===== src/rtl/mem_access_unit.sv =====
// mem_access_unit -- MEM-stage load/store unit of the rv32i pipeline.
// Drives a req/ack data bus and generates byte strobes and lane-aligned store
// data. Loads are sign/zero-extended. The upstream pipeline is stalled until
// the access completes. Non-memory instructions pass through with zero latency.
// Optional feature: define DBUS_TIMEOUT_EN to abort an access whose ack has
// not arrived within TIMEOUT_CYCLES REQ cycles. The abort pulses bus_err_o.
module mem_access_unit #(
  parameter int DATA_WIDTH     = 32,
  parameter int RADDR_WIDTH    = 5,
  parameter int TIMEOUT_CYCLES = 256
) (
  input  logic                   clk,
  input  logic                   rst_n,
  input  logic                   mem_read_i,
  input  logic                   mem_write_i,
  input  logic [2:0]             funct3_i,
  input  logic [DATA_WIDTH-1:0]  alu_result_i,
  input  logic [DATA_WIDTH-1:0]  store_data_i,
  input  logic [RADDR_WIDTH-1:0] rd_i,
  input  logic                   reg_write_i,
  input  logic                   mem_to_reg_i,
  output logic                   dbus_req_o,
  output logic                   dbus_we_o,
  output logic [DATA_WIDTH-1:0]  dbus_addr_o,
  output logic [3:0]             dbus_wstrb_o,
  output logic [DATA_WIDTH-1:0]  dbus_wdata_o,
  input  logic                   dbus_ack_i,
  input  logic [DATA_WIDTH-1:0]  dbus_rdata_i,
  output logic [RADDR_WIDTH-1:0] rd_o,
  output logic                   reg_write_o,
  output logic                   mem_to_reg_o,
  output logic [DATA_WIDTH-1:0]  alu_result_o,
  output logic [DATA_WIDTH-1:0]  load_data_o,
  output logic                   stall_o,
  output logic                   misalign_o,
  output logic                   bus_err_o
);

  typedef enum logic [1:0] {
    S_IDLE = 2'd0,
    S_REQ  = 2'd1,
    S_RESP = 2'd2
  } state_t;

  state_t state_q, state_d;

  // Fields captured when the access is accepted, held for REQ and RESP.
  logic [1:0]             off_q;
  logic [2:0]             f3_q;
  logic [RADDR_WIDTH-1:0] rd_q;
  logic                   rw_q;
  logic                   m2r_q;
  logic [DATA_WIDTH-1:0]  alu_q;

  logic                   access;
  logic                   illegal;
  logic                   misaligned;
  logic                   valid_access;
  logic [3:0]             wstrb_d;
  logic [DATA_WIDTH-1:0]  wdata_d;
  logic [7:0]             byte_sel;
  logic [15:0]            half_sel;
  logic [DATA_WIDTH-1:0]  load_ext;
  logic                   tmo_hit;

  assign dbus_req_o = (state_q == S_REQ);

  // Classify the incoming instruction: access request, legality and alignment.
  always_comb begin
    // NOTE: every signal written here gets a default first, so no path can
    // leave it unassigned and infer a latch.
    access     = mem_read_i | mem_write_i;
    illegal    = 1'b0;
    misaligned = 1'b0;
    // A store wins when both request lines are high.
    if (mem_write_i) begin
      illegal = (funct3_i >= 3'b011);
    end else begin
      illegal = (funct3_i == 3'b011) || (funct3_i[2:1] == 2'b11);
    end
    case (funct3_i[1:0])
      2'b01:   misaligned = alu_result_i[0];
      2'b10:   misaligned = (alu_result_i[1:0] != 2'b00);
      default: misaligned = 1'b0;
    endcase
    valid_access = access & ~illegal & ~misaligned;
  end

  // Store lane steering: byte/half replicated across the word, strobes shifted.
  always_comb begin
    wstrb_d = 4'b0000;
    wdata_d = store_data_i;
    if (mem_write_i) begin
      case (funct3_i[1:0])
        2'b00: begin
          wstrb_d = 4'b0001 << alu_result_i[1:0];
          wdata_d = {4{store_data_i[7:0]}};
        end
        2'b01: begin
          wstrb_d = 4'b0011 << {alu_result_i[1], 1'b0};
          wdata_d = {2{store_data_i[15:0]}};
        end
        default: wstrb_d = 4'b1111;
      endcase
    end
  end

  // Load extraction from the returned word using the captured lane and size.
  always_comb begin
    byte_sel = dbus_rdata_i[{off_q, 3'b000} +: 8];
    half_sel = dbus_rdata_i[{off_q[1], 4'b0000} +: 16];
    case (f3_q)
      3'b000:  load_ext = {{(DATA_WIDTH-8){byte_sel[7]}}, byte_sel};
      3'b001:  load_ext = {{(DATA_WIDTH-16){half_sel[15]}}, half_sel};
      3'b100:  load_ext = {{(DATA_WIDTH-8){1'b0}}, byte_sel};
      3'b101:  load_ext = {{(DATA_WIDTH-16){1'b0}}, half_sel};
      default: load_ext = dbus_rdata_i;
    endcase
  end

`ifdef DBUS_TIMEOUT_EN
  localparam int CNT_W = (TIMEOUT_CYCLES > 2) ? $clog2(TIMEOUT_CYCLES) : 1;
  logic [CNT_W-1:0] tmo_cnt_q;

  assign tmo_hit = (state_q == S_REQ) && !dbus_ack_i &&
                   (tmo_cnt_q == CNT_W'(TIMEOUT_CYCLES - 1));

  // Count REQ cycles without ack; cleared whenever the FSM is outside REQ.
  always_ff @(posedge clk or negedge rst_n) begin
    if (!rst_n) begin
      tmo_cnt_q <= '0;
    end else if (state_q != S_REQ) begin
      tmo_cnt_q <= '0;
    end else if (!dbus_ack_i) begin
      tmo_cnt_q <= tmo_cnt_q + CNT_W'(1);
    end
  end
`else
  assign tmo_hit = 1'b0;
`endif

  // State register.
  always_ff @(posedge clk or negedge rst_n) begin
    // NOTE: sequential state uses non-blocking assignments only, so every
    // register samples pre-edge values regardless of block ordering.
    if (!rst_n) begin
      state_q <= S_IDLE;
    end else begin
      state_q <= state_d;
    end
  end

  // Capture the bus fields on acceptance and the extended load word on ack.
  always_ff @(posedge clk or negedge rst_n) begin
    if (!rst_n) begin
      dbus_we_o    <= 1'b0;
      dbus_addr_o  <= '0;
      dbus_wstrb_o <= 4'b0000;
      dbus_wdata_o <= '0;
      off_q        <= 2'b00;
      f3_q         <= 3'b000;
      rd_q         <= '0;
      rw_q         <= 1'b0;
      m2r_q        <= 1'b0;
      alu_q        <= '0;
      load_data_o  <= '0;
    end else begin
      if (state_q == S_IDLE && valid_access) begin
        dbus_we_o    <= mem_write_i;
        dbus_addr_o  <= {alu_result_i[DATA_WIDTH-1:2], 2'b00};
        dbus_wstrb_o <= wstrb_d;
        dbus_wdata_o <= wdata_d;
        off_q        <= alu_result_i[1:0];
        f3_q         <= funct3_i;
        rd_q         <= rd_i;
        rw_q         <= reg_write_i;
        m2r_q        <= mem_to_reg_i;
        alu_q        <= alu_result_i;
      end
      if (dbus_req_o && dbus_ack_i && !dbus_we_o) begin
        load_data_o <= load_ext;
      end
    end
  end

  // Next-state logic plus stall / writeback-control outputs.
  always_comb begin
    state_d      = state_q;
    stall_o      = 1'b0;
    misalign_o   = 1'b0;
    bus_err_o    = 1'b0;
    rd_o         = rd_i;
    reg_write_o  = reg_write_i;
    mem_to_reg_o = mem_to_reg_i;
    alu_result_o = alu_result_i;
    case (state_q)
      S_IDLE: begin
        if (valid_access) begin
          stall_o     = 1'b1;
          reg_write_o = 1'b0;
          state_d     = S_REQ;
        end else if (access) begin
          misalign_o  = 1'b1;
          reg_write_o = 1'b0;
        end
      end
      S_REQ: begin
        stall_o      = 1'b1;
        rd_o         = rd_q;
        reg_write_o  = 1'b0;
        mem_to_reg_o = m2r_q;
        alu_result_o = alu_q;
        if (dbus_ack_i) begin
          state_d = S_RESP;
        end else if (tmo_hit) begin
          stall_o   = 1'b0;
          bus_err_o = 1'b1;
          state_d   = S_IDLE;
        end
      end
      S_RESP: begin
        rd_o         = rd_q;
        reg_write_o  = rw_q;
        mem_to_reg_o = m2r_q;
        alu_result_o = alu_q;
        state_d      = S_IDLE;
      end
      default: state_d = S_IDLE;
    endcase
  end

endmodule

===== config.mk =====
export PLATFORM = sky130hd
export DESIGN_NAME = mem_access_unit
export DESIGN_NICKNAME = d
export VERILOG_FILES = /design/src/rtl/mem_access_unit.sv
export SDC_FILE = /design/constraint.sdc
export NUM_CORES = 1
export LEC_CHECK = 0
export CORE_MARGIN = 2
export CORE_UTILIZATION = 44
export CTS_CLUSTER_SIZE = 12
export DETAILED_ROUTE_END_ITERATION = 8
export PLACE_DENSITY_LB_ADDON = 0.25
export REMOVE_ABC_BUFFERS = 1
export SYNTH_ARGS = -nofsm -noshare
export SYNTH_HDL_FRONTEND = slang
export SYNTH_SLANG_ARGS = --single-unit
export TNS_END_PERCENT = 50

===== constraint.sdc =====
create_clock -name clk -period 3.4 [get_ports clk]
set_clock_uncertainty 0.05 [all_clocks]
set_input_delay 0.85 -clock clk [delete_from_list [all_inputs] [get_ports clk]]
set_output_delay 0.85 -clock clk [all_outputs]
set_load 0.01 [all_outputs]

== Yosys cells after proc, flatten, opt, wreduce, memory -nomap -nowiden ==
Index checks and enable logic that the tools add are counted.
W data, S select, Z words.

* Bits in registers: 145

* Magnitude comparators: 1
* Eq/ne operators: 11
* Shift operators: 4
* Muxes and demuxes: 21
* Bitwise logic cells: 5
* Reduce and logical (&&, ||, !) cells: 11

{| class="wikitable"
|+ Operators with widths
! cell !! number
|-
| $pmux W32 S4 || 1
|-
| $mux W32 || 2
|-
| $pmux W32 S2 || 1
|-
| $shiftx A32 B6 Y16 || 1
|-
| $shiftx A32 B6 Y8 || 1
|-
| $mux W1 || 8
|-
| $pmux W4 S2 || 1
|-
| $eq A2 B2 Y1 const B || 3
|-
| $eq A3 B3 Y1 const B || 2
|-
| $mux W5 || 1
|-
| $eq A2 B1 Y1 const B || 2
|-
| $logic_not A2 Y1 || 2
|-
| $mux W2 || 2
|-
| $mux W4 || 1
|-
| $pmux W1 S2 || 2
|-
| $pmux W2 S2 || 1
|-
| $shl A1 B2 Y4 const A || 1
|-
| $shl A2 B2 Y4 const A || 1
|-
| $eq A3 B1 Y1 const B || 1
|-
| $eq A3 B2 Y1 const B || 1
|-
| $ge A3 B2 Y1 const B || 1
|-
| $logic_and A1 B1 Y1 || 3
|-
| $logic_not A3 Y1 || 1
|-
| $pmux W1 S3 || 1
|-
| other kinds (10) || 12
|}

== Longest topological paths before layout ==
* Word-level depth: 8
* Gate-level depth with buffers: 8
* Mapped depth without buffers: 6

== Worst setup path before layout ==
OpenSTA, ideal clock, no wires.

* Path type: input-to-output
* Start: input funct3_i[1]
* End: output stall_o
* Arrival: 2.117 ns
* Data required time: 2.500 ns
* Path slack: 0.383 ns
* Cell stages on the path: 7
* Path buffers: 1
* Path through: inv_1 ha_1 o211ai_1 nand3_1 a21oi_4 buf_6 or2_2

* Word-level cells in the longest chain between the ends: 8

{| class="wikitable"
|+ Ends and longest elaborated chain
! element !! line !! RTL
|-
| from (decl) || 16 || <nowiki>input logic [2:0] funct3_i,</nowiki>
|-
| parallel branches: the longest is 5 deep, another holds $ge A3 B2 Y1 || - ||
|-
| $and A1 B1 Y1 (*) || 86 || <nowiki>valid_access = access & ~illegal & ~misaligned;</nowiki>
|-
| $mux W1 (*) || 198 || <nowiki>if (valid_access) begin</nowiki>
|-
| $pmux W1 S2 (*) || 196 || <nowiki>case (state_q)</nowiki>
|-
| to (decl) || 34 || <nowiki>output logic stall_o,</nowiki>
|}

Every way passes the cells marked *.

== Worst setup path in the final report ==
* Start: input funct3_i[2]
* End: output stall_o

* Word-level cells in the longest chain between the ends: 8

{| class="wikitable"
|+ Ends and longest elaborated chain
! element !! line !! RTL
|-
| parallel branches: the longest is 2 deep, another holds $ge A3 B2 Y1 || - ||
|-
| $mux W1 (*) || 76 || <nowiki>if (mem_write_i) begin</nowiki>
|-
| $not A1 Y1 (*) || 86 ||
|-
| $and A1 B1 Y1 (*) (2 in a row) || 86 ||
|-
| $mux W1 (*) || 198 ||
|-
| $pmux W1 S2 (*) || 196 ||
|}

Marks and branches as above.

==> impl_metrics.csv <==
group,metric,value,unit
sta,setup_tns,0,ns
synthesis,synth_compound_area_frac,0.1329,
setup_path,crit_arrival,2.41,ns
placement,port-buffer-count,251,
cts,cts_tree,"built",
sta,hold_ws,0.4243,ns
floorplanning,rows,43,
final_layout,post-route-util,0.6747,
sta,maxSlewHeadroom,0.2857,
synthesis,ys_seq_elements,113,
global_route,top_usage_layer,"met2",
global_route,grt_start_max_net_pins,80,
sta,min_period,3.315,ns
route,num_vias,5179,
floorplanning,initial_core_util,0.4458,
synthesis,synth_xor_area_frac,0,
synthesis,synthCells,535,
global_route,use_met1,0.2920,
placement,hpwl,12.66,mm
floorplanning,dieArea,0.01491,sq mm
sta,finalCritPeriodShare,0.9749,
setup_path,cp-end-kind,"output port",
global_route,grtUsageMet3,0.09316,
synthesis,synth_area,0.006140,sq mm
outcome,status,"finished clean",
route,routed_wirelength,18.02,mm
floorplanning,die_y,122.1,um
synthesis,synth.avg_cell_area,11.48,sq um
global_route,grt_pass1_wl,27.64,mm
final_layout,drive_above_1_share,0.2427,
route,firstDrtPassIters,4,
cts,clk_latency,0.41,ns
route,wl_per_cell,18.71,um
run,maxCapViolCount,0,
global_route,use_met2,0.3858,
power_and_ir_drop,p_total,0.009004,W
cts,cts-buffers-inserted,17,
sta,hold_violations,0,
floorplanning,die_width,122.1,um
min_path,hold_path_class,"primary input to asynchronous set/reset pin",
final_layout,layoutNonFillerInstCount,963,
cts,clockBufferDepth,2,
synthesis,ys_seq_area_frac,0.4606,
placement,place.gp.congestion,0.8790,
synthesis,synthMuxAreaShare,0.2450,
cts,cts_sinks,113,
setup_path,crit_type,"primary input to output port",
final_layout,num_antenna_cells,0,
synthesis,synth_fa_ha_area_frac,0.01630,
cts,ctsHtreeMaxLevel,4,
route,dr.first_iter.drc_count,277,
route,drc,0,
final_layout,fillers,1043,
placement,place_inst,930,
global_route,grt_use_total,0.2416,
floorplanning,core_area,0.01377,sq mm
synthesis,synthArstFlopShare,1.000,
final_layout,area_growth,51.36,%
synthesis,synth_warnings,0,
synthesis,yosys.area_share.simple,0.06521,
synthesis,synth-edff-count,0,
synthesis,synth_top_family_by_area,"multiplexers",
setup_path,worstPathRequired,2.50,ns
sta,worstMarginPinSlew,1.069,ns
global_route,first_global_vias,5428,
power_and_ir_drop,irDropWorstVdd,624.9,uV
route,viasPerCell,5.378,
synthesis,synthFlopType,"dfrtp_1",
final_layout,nets,890,
sta,rsz0062_at_grt,"no",
sta,fmax,301.7,MHz
setup_path,startpoint_type,"primary input",
cts,root_buffer,"clkbuf_16",
sta,maxSlewViolCount,0,
global_route,antenna_found_initial,0,
cts,clk_pin_slew,0.05,ns
floorplanning,io_pins,255,
setup_path,path_max_fanout,3,
power_and_ir_drop,cellLeakagePower,3.825,nW
route,ant_nets,0,
sta,setup_viol,0,
synthesis,ys_types,46,
global_route,gr-total-overflow,0,
power_and_ir_drop,p_per_area,968.9,mW/mm^2
## cells by family after synthesis
| group | count (synthesis) |
|---|---|
| compound gates | 118 |
| buf+inv | 77 |
| simple gates | 84 |
| flops | 113 |
| other cells | 1 |
| mux | 134 |
| fa+ha+maj | 8 |
## final cells by class
type	count	area, sq um	area share
repair buffers	282	2784	0.2996
multi-input cells	347	2867	0.3085
well taps	180	225.2	0.02424
inverters	10	37.54	0.004039
flip-flops and latches	113	2828	0.3043
clock buffers	19	432.9	0.04659
clock inverters	12	118.9	0.01279
## cell usage after synthesis, types with 8 or more instances
library cell,count,share of area
dfrtp_1,113,0.46
mux2_2,113,0.21
a21oi_1,49,0.040
buf_4,36,0.044
nor2_1,30,0.018
nand2_1,26,0.016
a22o_1,24,0.034
clkbuf_1,16,0.0098
mux2i_1,13,0.021
o21ai_0,11,0.0090
inv_1,9,0.0055
buf_6,8,0.015
ha_1,8,0.016
nand3b_1,8,0.0098
## metrics by stage
| stage | area, sq um | setup slack, ns |
|---|---|---|
| detailed placement | 8677 | -0.3509 |
| global placement | 8677 | -0.2924 |
| CTS | 9255 | 0.07235 |
| global route | 9293 | 0.009062 |
| floorplan | 5697 | -0.6916 |
| finish | 9293 | 0.08527 |
## sequential cells by signal, indices dropped and copies added, names as in the netlist
register      count
load_data_o      32
rd_q              5
dbus_wstrb_o      4
f3_q              3
alu_q            31
rw_q              1
off_q             1
state_q           2
dbus_wdata_o     32
dbus_we_o         1
m2r_q             1
## path summary, 6_finish.rpt
| check | from | cells past startpoint | to | slack (ns) |
|---|---|---|---|---|
| hold reg to reg | load_data_o[6] | 2 | load_data_o[6] | 0.42 |
| setup / recovery | funct3_i[2] | 6 | stall_o | 0.09 |
| min in group clk | load_data_o[6] | 2 | load_data_o[6] | 0.42 |
| hold / removal | rst_n | 1 | dbus_wdata_o[12] | 0.42 |
| max in group asynchronous | rst_n | 2 | dbus_wdata_o[20] | 2.07 |
| setup reg to reg | state_q[1] | 6 | alu_q[31] | 0.94 |
## placed cells by master, fill, tap and decap left out, types with 3 or more instances in the layout
master | Yosys | routed
nor2_1 | 30 | 28
mux2_2 | 113 | 113
clkbuf_16 | 0 | 18
nand2_1 | 26 | 26
a22o_1 | 24 | 24
nor2b_1 | 7 | 7
dlygate4sd2_1 | 0 | 3
o21ai_0 | 11 | 11
o31ai_1 | 7 | 7
conb_1 | 1 | 3
nand3b_1 | 8 | 8
clkinv_2 | 0 | 7
o221ai_1 | 7 | 7
a21oi_1 | 49 | 49
clkdlybuf4s50_1 | 0 | 245
mux2_1 | 7 | 7
ha_1 | 8 | 6
inv_1 | 9 | 8
a311oi_1 | 7 | 7
mux2i_1 | 13 | 13
buf_4 | 36 | 29
dfrtp_1 | 113 | 113
## report_power, final
group	leakage, nW	switching, W	total, W	internal, W
Clock	0.272	0.000604	0.00166	0.00106
Combinational	2.22	0.00200	0.00485	0.00285
Sequential	1.34	0.000460	0.00249	0.00203
Total	3.83	0.00306	0.00900	0.00594
## metal layers
layer	share of wire	wire length, um	up-vias
li1	-	-	2385
met1	0.40	7165	2536
met5	0	0	-
met2	0.48	8639	219
met4	0.029	519	0
met3	0.094	1697	39
## repair_timing
action | CTS | global route
resized for setup | 13 | 2
hold buffers | 0 | 0
buffers inserted | 1 | 0
endpoints found under the setup margin | 2 | 4
hold endpoints to repair | 0 | 0
gates cloned | 0 | 1
pin swaps | 2 | 0
## critical path: stages
cell	delay [ns]
clkdlybuf4s50_1	0.47
and4bb_2	0.28
a31oi_4	0.20
a21oi_4	0.09
or2_2	0.29
clkdlybuf4s15_2	0.23
(Power assumes the default switching activity.)
